$ cat config.mk
export PLATFORM = sky130hd
export DESIGN_NAME = multdiv_iter_flat
export DESIGN_NICKNAME = d
export VERILOG_FILES = /design/src/rtl/pipeline_pkg.sv /design/src/rtl/multdiv_iter_if.sv /design/src/rtl/multdiv_iter_div_step.sv /design/src/rtl/multdiv_iter.sv /design/src/flat_wrapper.sv
export SDC_FILE = /design/constraint.sdc
export NUM_CORES = 1
export LEC_CHECK = 0
export ABC_AREA = 1
export BUFFER_PORTS_ARGS = -buffer_cell sky130_fd_sc_hd__buf_2
export CORE_ASPECT_RATIO = 1.4
export CORE_MARGIN = 1.5
export CORE_UTILIZATION = 40
export CTS_CLUSTER_SIZE = 10
export DETAILED_ROUTE_END_ITERATION = 8
export SLEW_MARGIN = 25
export SYNTH_ARGS = -nofsm -noshare
export SYNTH_HDL_FRONTEND = slang
export SYNTH_SLANG_ARGS = --single-unit
$ cat constraint.sdc
create_clock -name clk -period 10 [get_ports clk]
set_clock_uncertainty 0.1 [all_clocks]
set_input_delay 0.5 -clock clk [delete_from_list [all_inputs] [get_ports clk]]
set_output_delay 0.5 -clock clk [all_outputs]
set_load 0.01 [all_outputs]
$ cat src/rtl/pipeline_pkg.sv
// Shared pipeline definitions: FSM state encoding, default datapath width and
// the ALU opcodes that decode turns into ctrl_mult/ctrl_div.
package pipeline_pkg;

  localparam int WIDTH_DEF = 32;

  typedef enum logic [1:0] {
    ST_IDLE = 2'b00,
    ST_RUN  = 2'b01,
    ST_DONE = 2'b10
  } state_t;

  localparam logic [4:0] ALU_MULT = 5'b00110;
  localparam logic [4:0] ALU_DIV  = 5'b00111;

  function automatic logic is_muldiv(input logic [4:0] alu_op);
    return (alu_op == ALU_MULT) || (alu_op == ALU_DIV);
  endfunction

endpackage

$ cat src/rtl/multdiv_iter_if.sv
// Start/operand/result bundle between the execute stage and the iterative
// multiply/divide unit.
interface multdiv_iter_if #(
  parameter int WIDTH = 32
);
  logic             ctrl_mult;
  logic             ctrl_div;
  logic             flush;
  logic [WIDTH-1:0] data_a;
  logic [WIDTH-1:0] data_b;
  logic [WIDTH-1:0] data_result;
  logic             data_exception;
  logic             ready;
  logic             busy;

  modport master (
    output ctrl_mult, ctrl_div, flush, data_a, data_b,
    input  data_result, data_exception, ready, busy
  );

  modport slave (
    input  ctrl_mult, ctrl_div, flush, data_a, data_b,
    output data_result, data_exception, ready, busy
  );
endinterface

$ cat src/rtl/multdiv_iter_div_step.sv
// One non-restoring divide iteration on magnitudes: shift in the next dividend
// bit, add or subtract the divisor by remainder sign, emit the quotient bit.
module div_step #(
  parameter int WIDTH = 32
) (
  input  logic [WIDTH+1:0] rem,
  input  logic             dividend_bit,
  input  logic [WIDTH-1:0] divisor,
  output logic [WIDTH+1:0] rem_next,
  output logic             q_bit
);
  logic [WIDTH+1:0] shifted;

  // Remainder stays in [-d, d), so WIDTH+1 bits hold it before the shift.
  assign shifted  = {rem[WIDTH:0], dividend_bit};
  assign rem_next = rem[WIDTH+1] ? shifted + {2'b00, divisor}
                                 : shifted - {2'b00, divisor};
  assign q_bit    = ~rem_next[WIDTH+1];
endmodule

$ cat src/rtl/multdiv_iter.sv
// Iterative signed multiply / non-restoring divide: 32 iterations per op on
// operand magnitudes, sign and exception applied on the final iteration.
module multdiv_iter
  import pipeline_pkg::*;
#(
  parameter int WIDTH = WIDTH_DEF,
  parameter int CNT_W = 6
) (
  input logic           clk,
  input logic           clrn,
  multdiv_iter_if.slave bus
);

  state_t             state, state_nx;
  logic [CNT_W-1:0]   cnt;
  logic               op_div, neg, b_zero;
  logic [WIDTH-1:0]   opnd, lo, lo_nx;
  logic [WIDTH+1:0]   acc, acc_nx, drem_nx;
  logic               dq_bit;
  logic [WIDTH:0]     msum;
  logic [2*WIDTH-1:0] prod, sprod;
  logic [WIDTH-1:0]   quo, squo, res_nx, res_q;
  logic               exc_nx, exc_q;
  logic [WIDTH-1:0]   mag_a, mag_b;
  logic               start, last;

  assign start = bus.ctrl_mult ^ bus.ctrl_div;
  assign last  = (cnt == CNT_W'(WIDTH-1));
  assign mag_a = bus.data_a[WIDTH-1] ? -bus.data_a : bus.data_a;
  assign mag_b = bus.data_b[WIDTH-1] ? -bus.data_b : bus.data_b;

  assign bus.busy           = (state == ST_RUN);
  assign bus.ready          = (state == ST_DONE);
  assign bus.data_result    = res_q;
  assign bus.data_exception = exc_q;

  div_step #(.WIDTH(WIDTH)) u_div_step (
    .rem          (acc),
    .dividend_bit (lo[WIDTH-1]),
    .divisor      (opnd),
    .rem_next     (drem_nx),
    .q_bit        (dq_bit)
  );

  always_comb begin
    state_nx = state;
    if (bus.flush) begin
      state_nx = ST_IDLE;
    end else if (start) begin
      state_nx = ST_RUN;
    end else begin
      case (state)
        ST_RUN:  if (last) state_nx = ST_DONE;
        ST_DONE: state_nx = ST_IDLE;
        default: state_nx = state;
      endcase
    end
  end

  // The final iteration's next-state value is signed and checked in the same
  // cycle, so the result lands exactly on the DONE transition edge.
  always_comb begin
    msum = lo[0] ? ({1'b0, acc[WIDTH-1:0]} + {1'b0, opnd}) : {1'b0, acc[WIDTH-1:0]};
    if (op_div) begin
      acc_nx = drem_nx;
      lo_nx  = {lo[WIDTH-2:0], dq_bit};
    end else begin
      acc_nx = {2'b00, msum[WIDTH:1]};
      lo_nx  = {msum[0], lo[WIDTH-1:1]};
    end
    prod  = {acc_nx[WIDTH-1:0], lo_nx};
    sprod = neg ? -prod : prod;
    quo   = lo_nx;
    squo  = neg ? -quo : quo;
    if (op_div) begin
      res_nx = b_zero ? '0 : squo;
      exc_nx = b_zero | (~neg & quo[WIDTH-1]);
    end else begin
      res_nx = sprod[WIDTH-1:0];
      exc_nx = (sprod[2*WIDTH-1:WIDTH] != {WIDTH{sprod[WIDTH-1]}});
    end
  end

  always_ff @(posedge clk or negedge clrn) begin
    if (!clrn) begin
      state  <= ST_IDLE;
      cnt    <= '0;
      op_div <= 1'b0;
      neg    <= 1'b0;
      b_zero <= 1'b0;
      opnd   <= '0;
      lo     <= '0;
      acc    <= '0;
      res_q  <= '0;
      exc_q  <= 1'b0;
    end else begin
      state <= state_nx;
      if (!bus.flush && start) begin
        op_div <= bus.ctrl_div;
        neg    <= bus.data_a[WIDTH-1] ^ bus.data_b[WIDTH-1];
        b_zero <= (bus.data_b == '0);
        opnd   <= bus.ctrl_div ? mag_b : mag_a;
        lo     <= bus.ctrl_div ? mag_a : mag_b;
        acc    <= '0;
        cnt    <= '0;
      end else if (!bus.flush && state == ST_RUN) begin
        acc <= acc_nx;
        lo  <= lo_nx;
        if (last) begin
          res_q <= res_nx;
          exc_q <= exc_nx;
        end else begin
          cnt <= cnt + CNT_W'(1);
        end
      end
    end
  end

endmodule

$ cat src/flat_wrapper.sv
// flat-port wrapper written by rule: the top's interface ports become plain ports
module multdiv_iter_flat import pipeline_pkg::*;
#(
  parameter int WIDTH = WIDTH_DEF,
  parameter int CNT_W = 6
)
  (clk, clrn, bus_ctrl_mult, bus_ctrl_div, bus_flush, bus_data_a, bus_data_b, bus_data_result, bus_data_exception, bus_ready, bus_busy);
  multdiv_iter_if #(.WIDTH(WIDTH)) bus_i ();
  input logic clk;
  input logic clrn;
  input wire logic [$bits(bus_i.ctrl_mult)-1:0] bus_ctrl_mult;
  input wire logic [$bits(bus_i.ctrl_div)-1:0] bus_ctrl_div;
  input wire logic [$bits(bus_i.flush)-1:0] bus_flush;
  input wire logic [$bits(bus_i.data_a)-1:0] bus_data_a;
  input wire logic [$bits(bus_i.data_b)-1:0] bus_data_b;
  output wire logic [$bits(bus_i.data_result)-1:0] bus_data_result;
  output wire logic [$bits(bus_i.data_exception)-1:0] bus_data_exception;
  output wire logic [$bits(bus_i.ready)-1:0] bus_ready;
  output wire logic [$bits(bus_i.busy)-1:0] bus_busy;
  assign bus_i.ctrl_mult = bus_ctrl_mult;
  assign bus_i.ctrl_div = bus_ctrl_div;
  assign bus_i.flush = bus_flush;
  assign bus_i.data_a = bus_data_a;
  assign bus_i.data_b = bus_data_b;
  assign bus_data_result = bus_i.data_result;
  assign bus_data_exception = bus_i.data_exception;
  assign bus_ready = bus_i.ready;
  assign bus_busy = bus_i.busy;
  multdiv_iter #(.WIDTH(WIDTH), .CNT_W(CNT_W)) u_core (.clk(clk), .clrn(clrn), .bus(bus_i));
endmodule
Yosys cells after proc, flatten, opt, wreduce, memory -nomap -nowiden
Index checks and enable logic that the tools add are counted.
{"block": "word_totals", "output_inout_bits": 35, "word_cells": 64, "ff_bits": 142}
{"block": "classes", "n_reduce_logical": 9, "bitwise": 7, "n_addsub": 8, "n_eq_ne": 6, "mux": 24}
{"cell": "$mux 32", "count": 10}
{"cell": "$mux 34", "count": 4}
{"cell": "$neg 32->32", "count": 3}
{"cell": "$mux 64", "count": 1}
{"cell": "$neg 64->64", "count": 1}
{"cell": "$add 34x32->34", "count": 1}
{"cell": "$sub 34x32->34", "count": 1}
{"cell": "$add 32x32->33", "count": 1}
{"cell": "$mux 33", "count": 1}
{"cell": "$logic_not 32->1", "count": 1}
{"cell": "$ne 32x32->1", "count": 1}
{"cell": "$mux 6", "count": 3}
{"cell": "$add 6x1->6 const B", "count": 1}
{"cell": "$eq 6x5->1 const B", "count": 1}
{"cell": "$mux 2", "count": 3}
{"cell": "$ne 4x2->1 const B", "count": 1}
{"cell": "$pmux 2 s2", "count": 1}
{"cell": "$reduce_and 2->1", "count": 2}
{"cell": "$reduce_bool 4->1", "count": 1}
{"cell": "$not 1->1", "count": 3}
{"cell": "$reduce_and 3->1", "count": 1}
{"cell": "$eq 2x1->1 const B", "count": 1}
{"cell": "$eq 2x2->1 const B", "count": 1}
{"cell": "$logic_and 1x1->1", "count": 2}
{"cell": "7 further kinds", "count": 8}

Longest topological paths before layout
Gate-level depths: netlist of run 1.
{"block": "logic_depth", "depth_word": 8, "mapped_depth": 40}

Modules after synthesis
Synthesis of run 1 repeated with hierarchy kept, for this count alone.
{"block": "unflattened", "hier_cells": 2858, "area_unflattened_um2": 16836.1}
{"mod": "multdiv_iter", "seq_area_each_um2": 3553.4, "cells_per_inst": 2253, "area_per_inst_um2": 13660.6, "n_inst": 1}
{"mod": "div_step", "seq_area_each_um2": 0.0, "cells_per_inst": 605, "area_per_inst_um2": 3175.5, "n_inst": 1}

Least setup slack after synthesis of run 1
No wires, ideal clock.
{"block": "synth_timing", "path_kind": "reg-to-reg", "from": "reg u_core.opnd[1]", "to": "reg u_core.exc_q, in the netlist u_core.bus.data_exception", "arrival_time_ns": 4.796, "setup_time_ns": 0.123, "n_path_buf": 1, "path_stages_with_launch": 38, "path_slack_ns": 4.981, "cell_sequence": "dfrtp_1 inv_1 ha_1 nand3_1 nor3_1 nand2_1 nor3_1 nand4_1 nor3_1 nand3_1 nor3_1 nand3_1 o41ai_1 xnor2_1 ha_1 inv_1 o21ai_0 o21ai_0 [2 not listed] nand2_1 nand2_1 nand3_1 nand2_2 buf_4 nand3_2 nor2_1 nand3_1 nand3_1 nand2_1 nand2_1 nand2_1 nor2_1 nand2_1 nor2_1 nand3_1 nand2_1 a21oi_2"}
{"block": "synth_between", "elab_chain_len": 8, "word_cells_on_any_way": 12}
{"element": "start: declaration", "line": "multdiv_iter.sv:17", "rtl": "logic [WIDTH-1:0] opnd, lo, lo_nx;"}
{"element": "start signal: assignment", "line": "multdiv_iter.sv:102", "rtl": "opnd <= bus.ctrl_div ? mag_b : mag_a;"}
{"element": "$sub 34x32->34 / $add 34x32->34 (equally long branches)", "line": "multdiv_iter_div_step.sv:17, multdiv_iter_div_step.sv:16"}
{"element": "$mux 34", "line": "multdiv_iter_div_step.sv:16", "rtl": "assign rem_next = rem[WIDTH+1] ? shifted + {2'b00, divisor}"}
{"element": "$not 1->1", "line": "multdiv_iter_div_step.sv:18", "rtl": "assign q_bit = ~rem_next[WIDTH+1];"}
{"element": "$mux 32", "line": "multdiv_iter.sv:64", "rtl": "if (op_div) begin"}
{"element": "$neg 64->64", "line": "multdiv_iter.sv:72", "rtl": "sprod = neg ? -prod : prod;"}
{"element": "$mux 64 *", "line": "multdiv_iter.sv:72"}
{"element": "$ne 32x32->1 *", "line": "multdiv_iter.sv:80", "rtl": "exc_nx = (sprod[2*WIDTH-1:WIDTH] != {WIDTH{sprod[WIDTH-1]}});"}
{"element": "$mux 1 *", "line": "multdiv_iter.sv:75", "rtl": "if (op_div) begin"}
{"element": "end signal: assignment", "line": "multdiv_iter.sv:111", "rtl": "exc_q <= exc_nx;"}
{"element": "end: declaration", "line": "multdiv_iter.sv:23", "rtl": "logic exc_nx, exc_q;"}
Mark *: on every way between the ends. The rest lies on a longest branch, timed or not.
A chain may end at the register's enable or synchronous reset.

Final worst setup path of run 1
Ends and elaborated chain as after synthesis.

==> metrics, run 1 <==
Post-Synth Simple-Gate Area 41.2%; Final Slew Violations 0; synthesized flop and latch total 142; drt first pass iters 6; Site Rows 90; Final Instance Area ~19,000 um^2; Placed Area 18,300 um^2; largest family of logic cells by synthesized area simple AND/OR/NAND/NOR gates; wire per inst 19.9 um; worst skew pair latency between 400 and 500 ps; EDFF count, synth 0; post-synthesis mux area share 0%; Longest Clk Path Bufs 2; Num CTS Buffers 17; R2R Path End u_core.bus.data_exception; crit path launch type flop; nets 3,242; Post-Synthesis Cells between 3,000 and 4,000; Synth Area in Compound Gates 14.2%; CTS clock-pin slew for the worst setup and hold paths 80 ps; post-CTS setup buffer count 0; Worst setup startpoint u_core.opnd[1]; Fin. Hold Viols 0; fraction of registers with async set or reset after synthesis 100%; Seq/Total Area, Yosys 20.5%; Design Power 0.00563 W; Hold Path End u_core.opnd[0]; root buffer cell clkbuf_16; Layout area overhead 8.92%; synth top area cells nand2_1 22%, dfrtp_1 20%, inv_1 11%; area leader, netlist nand2_1; cells on worst reg2reg path 36; fraction of layout cells with a size suffix above 1 7.61%; Hold Path Origin bus_data_b[0]; WS Path Type flop to flop; ys flop type dfrtp_1; # H-tree levels 4; first-pass GRT wire length 111 mm; initial core utilization 40.4%; f_max ~140 MHz; CTS tree yes; total gr overflow 0; CP required about 10,000 ps; Synth Area in XOR/XNOR 5.15%; R2R setup slack 2860 ps; vias per cell 5.41; syn_area_per_cell ~5.7 um^2; Setup crit end kind flop; RSZ-0062 raised after global routing false; Worst Tran Pin Value about 1100 ps; vias in the first global route just under 20,000; Total GRT Usage 33.0%; worst hold path type input pin to flop; Yosys top cell area share 21.6%; antenna violations before repair 0; Crit path top cell by count nand2_1; adder-cell share of the synthesized area 5.35%; peak supply drop 144 uV; status completed; routability cong. 1.11; post-CTS resize count 0; largest net degree at the start of global routing 89; CP arrival 7380 ps; Core Region 42,900 um^2; HPWL after DPL 59.3 mm; Residual DRC 0; leakage 10.1 nW; port buffer count 103; Total Neg Setup Slack 0 ps; Pwr Density ~300 nW/um^2; total die area 44,700 um^2; Crit Path Max Fanout 22; final WL ~73 mm; die height 249 um; die width around 180 um; Routed Antenna Nets 0; post-synth design cell area 17,400 um^2; Slew Limit Headroom 27.7%; syn_nets between 3,000 and 4,000; crit share post-route 71.4%; # diodes 0; Sink Count 142; fin crit period 7140 ps; worst reg2reg path startpoint u_core.opnd[1]; hold_buf cts 1; DRT iter0 DRCs about 1,600; slowest CP cell nand2_1; Fill cells 4,768; IO Pins between 100 and 150; yosys warns 0; max_cap viols 0; hold path cells 3; routed via count just under 20,000; endpoints failing setup 0; post-synthesis cell type count 61; max incr delay on CP 610 ps
==> worst max-delay path by stage <==
stage	endpoint	slack (ps)	cells after the start
after global placement	u_core.bus.data_exception	3140	36
final	u_core.bus.data_exception	2860	36
after CTS	u_core.bus.data_exception	2960	36
after detailed placement	u_core.bus.data_exception	2970	36
after floorplan	u_core.bus.data_exception	4980	37
after global routing	u_core.bus.data_exception	2100	36
==> flip-flops by register name, indices dropped and copies added, names as in the netlist <==
register                   cells
u_core.bus.data_result        32
u_core.lo                     32
u_core.acc                    34
u_core.op_div                  1
u_core.b_zero                  1
u_core.bus.data_exception      1
u_core.neg                     1
u_core.state                   2
u_core.cnt                     6
u_core.opnd                   32
==> metal layers <==
metal  GRT usage [%]  up-vias  routed length (um)
met5               0        -                   0
met4            26.5        0                6770
met3            4.02      225                3470
met2            55.2      678               34900
met1            37.3     9116               27800
li1                -     9798                   -
==> cells in the final DEF, fill, tap and decap left out, types with 10 or more instances in the layout <==
cell type | Yosys | final
inv_1 | 495 | 494
nor3_1 | 41 | 41
nand3b_1 | 11 | 11
buf_2 | 9 | 102
a31oi_1 | 10 | 10
clkbuf_16 | 0 | 17
o221ai_1 | 25 | 25
nor2_2 | 16 | 19
buf_4 | 4 | 20
o22ai_1 | 26 | 26
a21oi_1 | 110 | 110
nor2_1 | 305 | 302
dfrtp_1 | 142 | 140
a22oi_1 | 16 | 16
ha_1 | 71 | 71
inv_2 | 16 | 16
nand3_1 | 239 | 239
xor2_1 | 82 | 82
xnor2_1 | 20 | 20
o21ai_0 | 156 | 155
nand2_1 | 997 | 997
nand4_1 | 38 | 38
o211ai_1 | 15 | 15
o21ai_1 | 12 | 13
==> power by group <==
group,leakage [nW],switching (W),internal (W),total (W)
Clock,0.276,0.000320,0.000333,0.000652
Combinational,7.97,0.00290,0.00116,0.00406
Sequential,1.81,0.000217,0.000699,0.000916
==> critical path: cells and delay by family, from the launching register on <==
kind,cells,cell delay [ps]
adder cells (fa/ha/maj),2,440
XOR/XNOR,1,170
buffers and inverters,2,180
AND/OR/NAND/NOR,25,4580
flip-flops,1,430
AO/OA/AOI/OAI,6,1100
==> cells by family (layout without fill, tap and decap cells) <==
family,after synthesis,after routing
adder cells (fa/ha/maj),73,73
XOR/XNOR,102,102
AND/OR/NAND/NOR,1707,1707
buffers and inverters,602,673
AO/OA/AOI/OAI,416,416
flip-flops,142,142
==> cells in the mapped netlist, drive strengths merged (2+ instances only) <==
cell type	number
nand2	1005
xnor2	20
nand3b	11
nor2	325
buf	27
o22ai	26
a21oi	112
a32o	7
o221ai	25
o41ai	2
nand3	242
clkinv	5
nor3	46
clkbuf	58
o31ai	6
xor2	82
or2	14
a22o	3
nor4	9
o21bai	3
o21ai	178
a31oi	10
ha	71
o21a	4
fa	2
nand4	38
inv	512
and2	10
o211ai	15
a41oi	3
nor3b	5
dfrtp	142
a22oi	16
==> per-stage QoR <==
step	setup slack [ps]	util (%)	cells	hold WS [ps]
finish	2860	44.1	3665	250
CTS	2960	44.1	3665	243
global placement	3140	42.7	3632	364
floorplan	4980	-	3042	104
global route	2100	44.1	3665	263
detailed placement	2970	42.7	3632	370
==> cell type report <==
type                    instances  area (um^2)  area share [%]
multi-input cells            2298        11500            60.6
repair buffers                124          682            3.61
inverters                     517         1940            10.3
flip-flops and latches        142         3560            18.8
clock inverters                14          143           0.755
well taps                     552          691            3.65
clock buffers                  18          429            2.27
(Power assumes the default switching activity.)
==> run 2, diff against run 1 <==
--- a/config.mk
+++ b/config.mk
@@ -5,7 +5,7 @@
 export SDC_FILE = /design/constraint.sdc
 export NUM_CORES = 1
 export LEC_CHECK = 0
-export ABC_AREA = 1
+export ABC_AREA = 0
 export BUFFER_PORTS_ARGS = -buffer_cell sky130_fd_sc_hd__buf_2
 export CORE_ASPECT_RATIO = 1.4
 export CORE_MARGIN = 1.5
==> constraint.sdc (replaced) <==
create_clock -name clk -period 5.8 [get_ports clk]
set_clock_uncertainty 0.1 [all_clocks]
set_input_delay 0.29 -clock clk [delete_from_list [all_inputs] [get_ports clk]]
set_output_delay 0.29 -clock clk [all_outputs]
set_load 0.01 [all_outputs]
==> run 2 against run 1 <==
Effect of this change: count of clock-buffer cells in the layout is 6 higher; area after synthesis is 11% lower; via count is 16% lower; setup slack worse by 2700 ps; hold slack worse by 170 ps; critical path type unchanged; highest routed layer unchanged.
==> metrics, run 2 <==
status completed; yosys warns 0; total gr overflow 0; HPWL after DPL just over 50 mm; CP arrival 5860 ps; met3 WL post-DR 2.88 mm; worst reg2reg path startpoint u_core.opnd[14]; peak supply drop 251 uV; crit share post-route 97.5%; Post-Synthesis Cells about 2,000; combinational power share 66.8%; highest-count cells in the layout ignoring fill and taps 216 x nand2_1, 151 x o21ai_0, 147 x buf_4, 145 x nor2_1; final WL 64.2 mm; post-synth design cell area 15,400 um^2; Crit Path Max Fanout 4; wire per inst 24.4 um; Int Pwr a little under 0.004 W; CTS tree yes; routed via count ~17,000; Final Slew Violations 0; most common cell after layout, fill and taps aside nand2_1; Longest Clk Path Bufs 2; Num CTS Buffers 17; EDFF count, synth 0; Largest Register u_core.acc; Sink Count 142; max_cap viols 0; Core Region 37,700 um^2; leakage 7.85 nW; Final Instance Area 17,900 um^2; max reg flops 34; Slew Limit Headroom 30.0%; Non-Filler Instances 2,631; Seq pwr share 18.7%; vias in the first global route 16,600; nets 2,287; synthesized flop and latch total 142; Hold Path Origin bus_data_b[30]; drt first pass iters 8; Placed Area 17,100 um^2; die width 169 um; wl on met1 24.0 mm; Layout area overhead 16.4%; root buffer cell clkbuf_16; fin crit period 5650 ps; Total Neg Setup Slack 0 ps; Setup crit end kind flop; placed cell count 2,593; routed wl met2 31.7 mm; switching power share of the total approximately half; synth top area cells dfrtp_1 23%, ha_1 5.8%, nand2_1 5.3%; area leader, netlist dfrtp_1; Sw Pwr a little over 0.004 W; syn_nets about 2,200; # diodes 0; worst skew pair latency 440 ps; RSZ-0062 raised after global routing true; Pwr Density roughly 450 nW/um^2; # H-tree levels 4; CTS clock-pin slew for the worst setup and hold paths 60 ps; die height 235 um; ys flop type dfrtp_1; first-pass GRT wire length between 90 and 100 mm; routability cong. 1.00; syn_area_per_cell 7.66 um^2; worst hold path type input pin to flop; Seq/Total Area, Yosys 23.1%; CP required 6010 ps; highest metal used met4; Site Rows 84; total die area a little under 40,000 um^2; Worst Tran Pin Value between 1000 and 1500 ps; clock share of power ~14%; post-synthesis cell type count 95; Yosys top cell area share 23.1%; Total GRT Usage 32.3%; vias per cell 6.34; crit path launch type flop; Routed Antenna Nets 0; endpoints failing setup 0; Design Power about 0.008 W; Fin. Hold Viols 0; fraction of registers with async set or reset after synthesis 100%; count leader, synth nand2_1; largest net degree at the start of global routing 78; f_max 177 MHz; antenna violations before repair 0; initial core utilization around two fifths; Post-synth top cells 217 x nand2_1, 154 x o21ai_0, 147 x nor2_1, 145 x a21oi_1, 142 x dfrtp_1; fraction of layout cells with a size suffix above 1 17.4%; DRT iter0 DRCs between 1,000 and 1,500; port buffer count 103; Residual DRC 0; WS Path Type flop to flop; Worst setup startpoint u_core.opnd[14]; IO Pins 104
run 2: power groups by stage:
stage / logic [W] / registers, W / clock network (W)
floorplan: 0.00317 / 0.00135 / 0
global placement: 0.00505 / 0.00149 / 0
detailed placement: 0.00508 / 0.00149 / 0
CTS: 0.00512 / 0.00147 / 0.00116
global route: 0.00570 / 0.00151 / 0.00121
finish: 0.00533 / 0.00149 / 0.00115
run 2: critical path, stage by stage (launching register included):
cell and delay [ps]:
dfrtp_1 380, or4_4 570, nor3_4 210, nand2_2 80, nor3_2 110, buf_4 160, and3_4 220, a21oi_1 90
xnor2_1 150, ha_1 340, a21oi_2 180, o21ai_2 90, a211oi_2 230, o31ai_2 110, a41oi_2 170, buf_6 140
mux2i_4 270, buf_6 130, nand2_1 60, or4_1 420, a21oi_1 150, o21ai_1 90, nor4_2 330, a41oi_2 200
a2111oi_4 390, a41oi_2 160
run 2: kinds of logic (layout without fill, tap and decap cells):
logic type / after synthesis / count (layout) / share of synthesized area, %
fa+ha+maj: 73 / 73 / 6.03
xor+xnor: 167 / 167 / 9.55
buf+inv: 193 / 342 / 4.92
mux: 68 / 68 / 4.63
simple gates: 682 / 682 / 21.8
flops: 142 / 142 / 23.1
compound gates: 684 / 684 / 30.0
run 2: routing by layer:
metal	vias up	global-route usage [%]
met1	8041	35.0
li1	7802	-
met5	-	0
met4	0	25.3
met2	631	57.1
met3	207	3.36
run 2: through the flow:
| stage | worst slack, ps | hold slack (ps) | utilization, % |
|---|---|---|---|
| CTS | 56.1 | 60.7 | 46.9 |
| global placement | -28.9 | 280 | 45.2 |
| global route | -106 | 93.7 | 47.5 |
| floorplan | 104 | -106 | - |
| finish | 146 | 82.9 | 47.5 |
| detailed placement | -44.8 | 284 | 45.2 |
run 2: path summary, 6_finish.rpt:
kind / endpoint / slack, ps / cells past startpoint
max: u_core.bus.data_exception / 150 / 25
min: u_core.b_zero / 80 / 4
max reg2reg: u_core.bus.data_exception / 150 / 25
min reg2reg: u_core.bus.data_result[28] / 400 / 1
max in group asynchronous: u_core.acc[30] / 3870 / 3
min in group asynchronous: u_core.cnt[1] / 350 / 2
run 2: repair_timing:
action	4_1_cts	5_1_grt
setup endpoints to repair	2	11
pin swaps	0	9
buffers inserted	1	4
resized for setup	2	41
hold buffers	1	0
hold endpoints to repair	76	0
run 2: layout make-up:
type,instances,area [um^2]
clock buffer,24,512
clock inverter,8,103
fill,3715,19800
inverter,57,214
multi-input combinational,1674,11300
sequential,142,3560
tap,473,592
timing repair buffer,253,1660
